File: config.mk
export PLATFORM = sky130hd
export DESIGN_NAME = rgbled_rx
export DESIGN_NICKNAME = d
export VERILOG_FILES = /design/src/rtl/rgbled_rx.sv
export SDC_FILE = /design/constraint.sdc
export NUM_CORES = 1
export LEC_CHECK = 0
export BUFFER_PORTS_ARGS = -buffer_cell sky130_fd_sc_hd__buf_2
export CAP_MARGIN = 10
export CORE_AREA = 2 2 94 114
export DETAILED_ROUTE_END_ITERATION = 8
export DIE_AREA = 0 0 96 116
export GPL_ROUTABILITY_DRIVEN = 0
export PLACE_DENSITY = 0.61
export SLEW_MARGIN = 20
export SYNTH_ARGS = -nofsm -noshare
export SYNTH_HDL_FRONTEND = slang
export SYNTH_SLANG_ARGS = --single-unit
File: constraint.sdc
create_clock -name clk_i -period 2.5 [get_ports clk_i]
set_input_delay 0.375 -clock clk_i [delete_from_list [all_inputs] [get_ports clk_i]]
set_output_delay 0.375 -clock clk_i [all_outputs]
set_load 0.005 [all_outputs]
File: src/rtl/rgbled_rx.sv
// rgbled_rx: WS2812-style single-wire receiver.
// Measures each high pulse on a synchronized copy of data_i, turns it into
// one bit, assembles 24-bit words (first bit into rgb_o[23]) and offers them
// on a valid/ready output register.
//
// Output handshake: rgb_o carries a word whenever valid_o is 1. A word is
// taken by the consumer on a rising clk_i edge where valid_o && ready_i.
// While valid_o && !ready_i, rgb_o and valid_o hold. A word that completes
// while the register is still full and not being taken is dropped and
// reported on overflow_o.
//
// Debug: state_o shows the decoder state (0 RESYNC, 1 IDLE, 2 HIGH, 3 LOW).
`timescale 1ns/1ps

module rgbled_rx #(
    parameter int SysClkFreq    = 40_000_000,
    parameter int ThreshCycles  = SysClkFreq * 3 / 5_000_000,
    parameter int MinHighCycles = SysClkFreq * 3 / 20_000_000,
    parameter int MaxHighCycles = SysClkFreq * 3 / 2_000_000,
    parameter int ResetCycles   = SysClkFreq / 20_000
) (
    input  logic        clk_i,
    input  logic        rst_ni,
    input  logic        data_i,
    output logic [23:0] rgb_o,
    output logic        valid_o,
    input  logic        ready_i,
    output logic        frame_end_o,
    output logic        err_o,
    output logic        overflow_o,
    output logic [1:0]  state_o
);

    typedef enum logic [1:0] {
        ST_RESYNC = 2'd0,
        ST_IDLE   = 2'd1,
        ST_HIGH   = 2'd2,
        ST_LOW    = 2'd3
    } state_t;

    localparam logic [15:0] THRESH_C = 16'(ThreshCycles);
    localparam logic [15:0] MIN_C    = 16'(MinHighCycles);
    localparam logic [15:0] MAX_C    = 16'(MaxHighCycles);
    localparam logic [15:0] RESET_C  = 16'(ResetCycles);

    logic [1:0]  sync_q;
    logic        line_s;
    state_t      state_q, state_d;
    logic [15:0] cnt_q, cnt_d, cnt_inc;
    logic [4:0]  bit_cnt_q, bit_cnt_d;
    logic [22:0] shift_q, shift_d;
    logic [23:0] word_d;
    logic        word_done;
    logic        bit_in;
    logic        err_d;
    logic        frame_end_d;

    assign line_s  = sync_q[1];
    assign state_o = state_q;
    // The counter saturates so an endless low never wraps into a false timing.
    assign cnt_inc = (cnt_q == 16'hFFFF) ? cnt_q : cnt_q + 16'd1;
    assign bit_in  = (cnt_q >= THRESH_C);

    // Two-flop synchronizer for the asynchronous serial line.
    always_ff @(posedge clk_i or negedge rst_ni) begin
        if (!rst_ni) begin
            sync_q <= 2'b00;
        end else begin
            sync_q <= {sync_q[0], data_i};
        end
    end

    // Decoder state, counters and shift register.
    always_ff @(posedge clk_i or negedge rst_ni) begin
        if (!rst_ni) begin
            state_q   <= ST_RESYNC;
            cnt_q     <= 16'd0;
            bit_cnt_q <= 5'd0;
            shift_q   <= 23'd0;
        end else begin
            state_q   <= state_d;
            cnt_q     <= cnt_d;
            bit_cnt_q <= bit_cnt_d;
            shift_q   <= shift_d;
        end
    end

    // Next-state decode: pulse timing, bit extraction and error detection.
    always_comb begin
        state_d     = state_q;
        cnt_d       = cnt_q;
        bit_cnt_d   = bit_cnt_q;
        shift_d     = shift_q;
        word_d      = {shift_q, bit_in};
        word_done   = 1'b0;
        err_d       = 1'b0;
        frame_end_d = 1'b0;
        case (state_q)
            ST_RESYNC: begin
                // Wait for a full reset gap before trusting the line again.
                if (line_s) begin
                    cnt_d = 16'd0;
                end else if (cnt_q >= RESET_C) begin
                    cnt_d   = 16'd0;
                    state_d = ST_IDLE;
                end else begin
                    cnt_d = cnt_inc;
                end
            end
            ST_IDLE: begin
                if (line_s) begin
                    cnt_d   = 16'd1;
                    state_d = ST_HIGH;
                end
            end
            ST_HIGH: begin
                if (cnt_q >= MAX_C) begin
                    // Stuck-high line: abandon the word.
                    err_d     = 1'b1;
                    bit_cnt_d = 5'd0;
                    cnt_d     = 16'd0;
                    state_d   = ST_RESYNC;
                end else if (line_s) begin
                    cnt_d = cnt_inc;
                end else if (cnt_q < MIN_C) begin
                    // Glitch-length pulse: abandon the word.
                    err_d     = 1'b1;
                    bit_cnt_d = 5'd0;
                    cnt_d     = 16'd0;
                    state_d   = ST_RESYNC;
                end else begin
                    shift_d = {shift_q[21:0], bit_in};
                    if (bit_cnt_q == 5'd23) begin
                        word_done = 1'b1;
                        bit_cnt_d = 5'd0;
                    end else begin
                        bit_cnt_d = bit_cnt_q + 5'd1;
                    end
                    cnt_d   = 16'd1;
                    state_d = ST_LOW;
                end
            end
            ST_LOW: begin
                if (line_s) begin
                    cnt_d   = 16'd1;
                    state_d = ST_HIGH;
                end else if (cnt_q >= RESET_C) begin
                    // Reset gap ends the frame; a partial word is an error.
                    frame_end_d = 1'b1;
                    err_d       = (bit_cnt_q != 5'd0);
                    bit_cnt_d   = 5'd0;
                    cnt_d       = 16'd0;
                    state_d     = ST_IDLE;
                end else begin
                    cnt_d = cnt_inc;
                end
            end
            default: begin
                cnt_d     = 16'd0;
                bit_cnt_d = 5'd0;
                state_d   = ST_RESYNC;
            end
        endcase
    end

    // Output word register with valid/ready hold and overflow reporting.
    always_ff @(posedge clk_i or negedge rst_ni) begin
        if (!rst_ni) begin
            rgb_o       <= 24'd0;
            valid_o     <= 1'b0;
            overflow_o  <= 1'b0;
            err_o       <= 1'b0;
            frame_end_o <= 1'b0;
        end else begin
            err_o       <= err_d;
            frame_end_o <= frame_end_d;
            overflow_o  <= 1'b0;
            if (word_done && (!valid_o || ready_i)) begin
                rgb_o   <= word_d;
                valid_o <= 1'b1;
            end else begin
                if (word_done) begin
                    overflow_o <= 1'b1;
                end
                if (valid_o && ready_i) begin
                    valid_o <= 1'b0;
                end
            end
        end
    end

endmodule

==> impl_metrics.json <==
{
  "final_net_count": 330,
  "avg_cell_area_syn_um2": 12.66,
  "cts_root_buffer": "sky130_fd_sc_hd__clkbuf_16",
  "post_drt_wl_per_cell_um": 13.74,
  "fraction_of_layout_instances_using_a_drive_strength_above_1": 0.3486,
  "number_of_clock_sinks": 76,
  "hold_viol": 0,
  "final_core_util": 0.4171,
  "worst_reg_to_reg_setup_slack_ps": 110,
  "max-slew-margin-rel": 0.3955,
  "setup.worst_path.end_class": "flop",
  "power.density_cell_area_mw_per_mm2": 639.0,
  "path_max_fanout": 6,
  "synth_flop_cell": "sky130_fd_sc_hd__dfrtp_1",
  "dp_hpwl_um": 4367,
  "overflow": 0,
  "post_synth_instance_area_mm2": 0.003406,
  "initial_antenna_violation_count": 0,
  "synth_cell_type_count": 48,
  "cp.required_ps": 2700,
  "slew_of_the_pin_with_the_lowest_slew_margin_ps": 906.8,
  "flip_flop_and_latch_count_after_synthesis": 76,
  "run_status": "finished, final reports clean",
  "power.ir.vdd_worst_mv": 0.3489,
  "synth_fp_nets": 277,
  "die_x_um": 96,
  "synth-async-reset-ratio": 1.000,
  "initial_detailed_routing_violation_count": 85,
  "static-leakage-power_uw": 0.002143,
  "cts_max_level": 3,
  "clock.fmax_mhz": 418.0,
  "worst_path_largest_cell_delay_ps": 550,
  "final_max_slew_viol_count": 0,
  "syn_warnings": 0,
  "route.antenna.remaining_nets": 0,
  "grt_max_degree": 77,
  "setup_viol": 0,
  "hold_path_class": "primary input to flop",
  "groute.usage.overall": 0.1223,
  "fp.dieH_um": 116,
  "fp.coreArea_mm2": 0.009960,
  "route.detailed.drc": 0,
  "fin_setup_tns_ps": 0,
  "startpoint_type": "flop",
  "firstDrtPassIters": 4,
  "syn_inst": 269,
  "n_antenna_cell": 0,
  "crit_buf_inv": 1,
  "path_clk_slew_ps": 60,
  "grt_pass1_wl_um": 10530,
  "cts-root-to-sink-buffers": 2,
  "max-cap-violations": 0,
  "synth_edf_count": 0,
  "final.period_utilization": 0.9570,
  "design.portCount": 34,
  "worstPathCellList": "nor3_4, nand4_2, or4_1, or3b_4, buf_4, mux2_1",
  "buffer_ports.inserted": 33,
  "tritoncts.num_buffers": 9,
  "rsz0062_at_grt": "false",
  "clk-insertion-delay-late_ps": 320,
  "critical_path_arrival_ps": 2590,
  "worst-setup-path-type": "flop to flop",
  "synth.yosys.seq_area_share": 0.5584,
  "finalClockSkew_ps": 5.268,
  "vias_per_cell": 4.909,
  "fillCellCount": 945,
  "initial_utilization": 0.3420,
  "tritoncts": "yes",
  "layout_area_overhead_pct": 21.97,
  "timing.final.crit_period_ps": 2393,
  "critPathTopFamily": "simple AND/OR/NAND/NOR gates",
  "routed-via-count": 2224,
  "postRouteWirelength_um": 6223,
  "worst_path_max_delay_cell": "sky130_fd_sc_hd__or4_1",
  "std_cell_rows": 40,
  "first_global_vias": 2214,
  "fp.dieArea_mm2": 0.01114
}
==> final timing paths <==
path | startpoint | endpoint | cells past startpoint
max reg2reg | cnt_q[13]$_DFFE_PN0P_ | rgb_o[3]$_DFFE_PN0P_ | 6
min reg2reg | sync_q[0]$_DFF_PN0_ | sync_q[1]$_DFF_PN0_ | 0
min | data_i | sync_q[0]$_DFF_PN0_ | 1
max | cnt_q[13]$_DFFE_PN0P_ | rgb_o[3]$_DFFE_PN0P_ | 6
min in group asynchronous | rst_ni | rgb_o[7]$_DFFE_PN0P_ | 1
max in group asynchronous | rst_ni | shift_q[17]$_DFFE_PN0P_ | 1
==> sequential cells by signal (all words and copies together) (netlist names) <==
| register | flops |
|---|---|
| frame_end_o | 1 |
| overflow_o | 1 |
| shift_q | 23 |
| rgb_o | 24 |
| sync_q | 2 |
| bit_cnt_q | 5 |
| cnt_q | 16 |
| err_o | 1 |
| state_o | 2 |
| valid_o | 1 |
==> synth_stat cells (3+ instances only) <==
cell,count,share of area
sky130_fd_sc_hd__or4_1,3,0.0066
sky130_fd_sc_hd__xnor2_1,5,0.013
sky130_fd_sc_hd__nand2b_1,4,0.0073
sky130_fd_sc_hd__nor3_1,6,0.0088
sky130_fd_sc_hd__mux2_1,4,0.013
sky130_fd_sc_hd__nand4_1,8,0.015
sky130_fd_sc_hd__nor2_1,21,0.023
sky130_fd_sc_hd__nor2b_1,5,0.0092
sky130_fd_sc_hd__and3_1,4,0.0073
sky130_fd_sc_hd__nand2_1,10,0.011
sky130_fd_sc_hd__xor2_1,3,0.0077
sky130_fd_sc_hd__ha_1,4,0.015
sky130_fd_sc_hd__dfrtp_1,76,0.56
sky130_fd_sc_hd__nor4_1,4,0.0073
sky130_fd_sc_hd__a2111oi_0,3,0.0077
sky130_fd_sc_hd__mux2_2,22,0.073
sky130_fd_sc_hd__mux2_4,19,0.084
sky130_fd_sc_hd__a31oi_1,3,0.0055
sky130_fd_sc_hd__o21ai_0,6,0.0088
sky130_fd_sc_hd__inv_1,9,0.0099
sky130_fd_sc_hd__clkbuf_1,5,0.0055
sky130_fd_sc_hd__a211oi_1,3,0.0066
sky130_fd_sc_hd__nand3_1,5,0.0073
==> layout by cell type, fill, tap and decap left out, types with 5 or more instances in the layout <==
cell,n
sky130_fd_sc_hd__mux2_4,19
sky130_fd_sc_hd__mux2_2,22
sky130_fd_sc_hd__dfrtp_1,76
sky130_fd_sc_hd__nand2_1,10
sky130_fd_sc_hd__nand4_1,8
sky130_fd_sc_hd__o21ai_0,6
sky130_fd_sc_hd__xnor2_1,5
sky130_fd_sc_hd__buf_4,20
sky130_fd_sc_hd__clkbuf_16,9
sky130_fd_sc_hd__nand3_1,5
sky130_fd_sc_hd__buf_2,32
sky130_fd_sc_hd__nor3_1,6
sky130_fd_sc_hd__nor2_1,21
sky130_fd_sc_hd__nor2b_1,5
sky130_fd_sc_hd__inv_1,9
==> power breakdown <==
part           leakage, uW  internal (uW)  switching, uW
sequential         0.00105           1240           6.53
clock             0.000155            869            488
combinational     0.000938           15.2           39.5
total              0.00214           2120            534
==> cells by family (layout without fill, tap and decap cells) <==
logic type                 after synthesis  after routing  share of synthesized area
AOI/OAI and AO/OA                       28             28                    0.05916
xor gates and xnor gates                 8              8                    0.02057
adders and majority gates                4              4                    0.01470
buffers and inverters                   20             78                    0.02719
DFF                                     76             76                     0.5584
muxes                                   47             47                     0.1756
and+or+nand+nor                         86             86                     0.1444
==> metrics by stage <==
stage	power [uW]	instances	area [um^2]	worst slack, ps	hold WS (ps)
2_1_floorplan	1283	269	3406	9.053	79.41
3_3_place_gp	1322	436	3827	136.6	335.9
3_5_place_dp	1323	436	3827	71.13	344.9
4_1_cts	2696	452	4144	58.46	168.3
5_1_grt	2759	453	4154	0.8229	160.8
6_report	2654	453	4154	107.5	167.4
==> cell type report <==
class	instances	area (um^2)	area share
Multi-Input combinational cell	173	1414	0.3404
Clock inverter	7	91.34	0.02199
Timing Repair Buffer	53	330.3	0.07952
Sequential cell	76	1902	0.4578
Inverter	9	33.78	0.008133
Clock buffer	9	225.2	0.05422
Tap cell	126	157.7	0.03795
==> metal layers <==
metal | GRT usage | vias to the layer above | part of all wire
met2 | 0.2069 | 36 | 0.51
met4 | 0.05333 | 0 | 0.017
met3 | 0.02991 | 11 | 0.034
met5 | 0 | - | 0
li1 | - | 1079 | -
met1 | 0.1463 | 1098 | 0.44
==> repair_timing <==
| item | in CTS | in global routing |
|---|---|---|
| gates resized for setup | 0 | 1 |
| hold buffers | 0 | 0 |
| setup buffers | 0 | 1 |
| endpoints found under the setup margin | 0 | 22 |
Note: power is estimated with default switching activity, not from simulation.
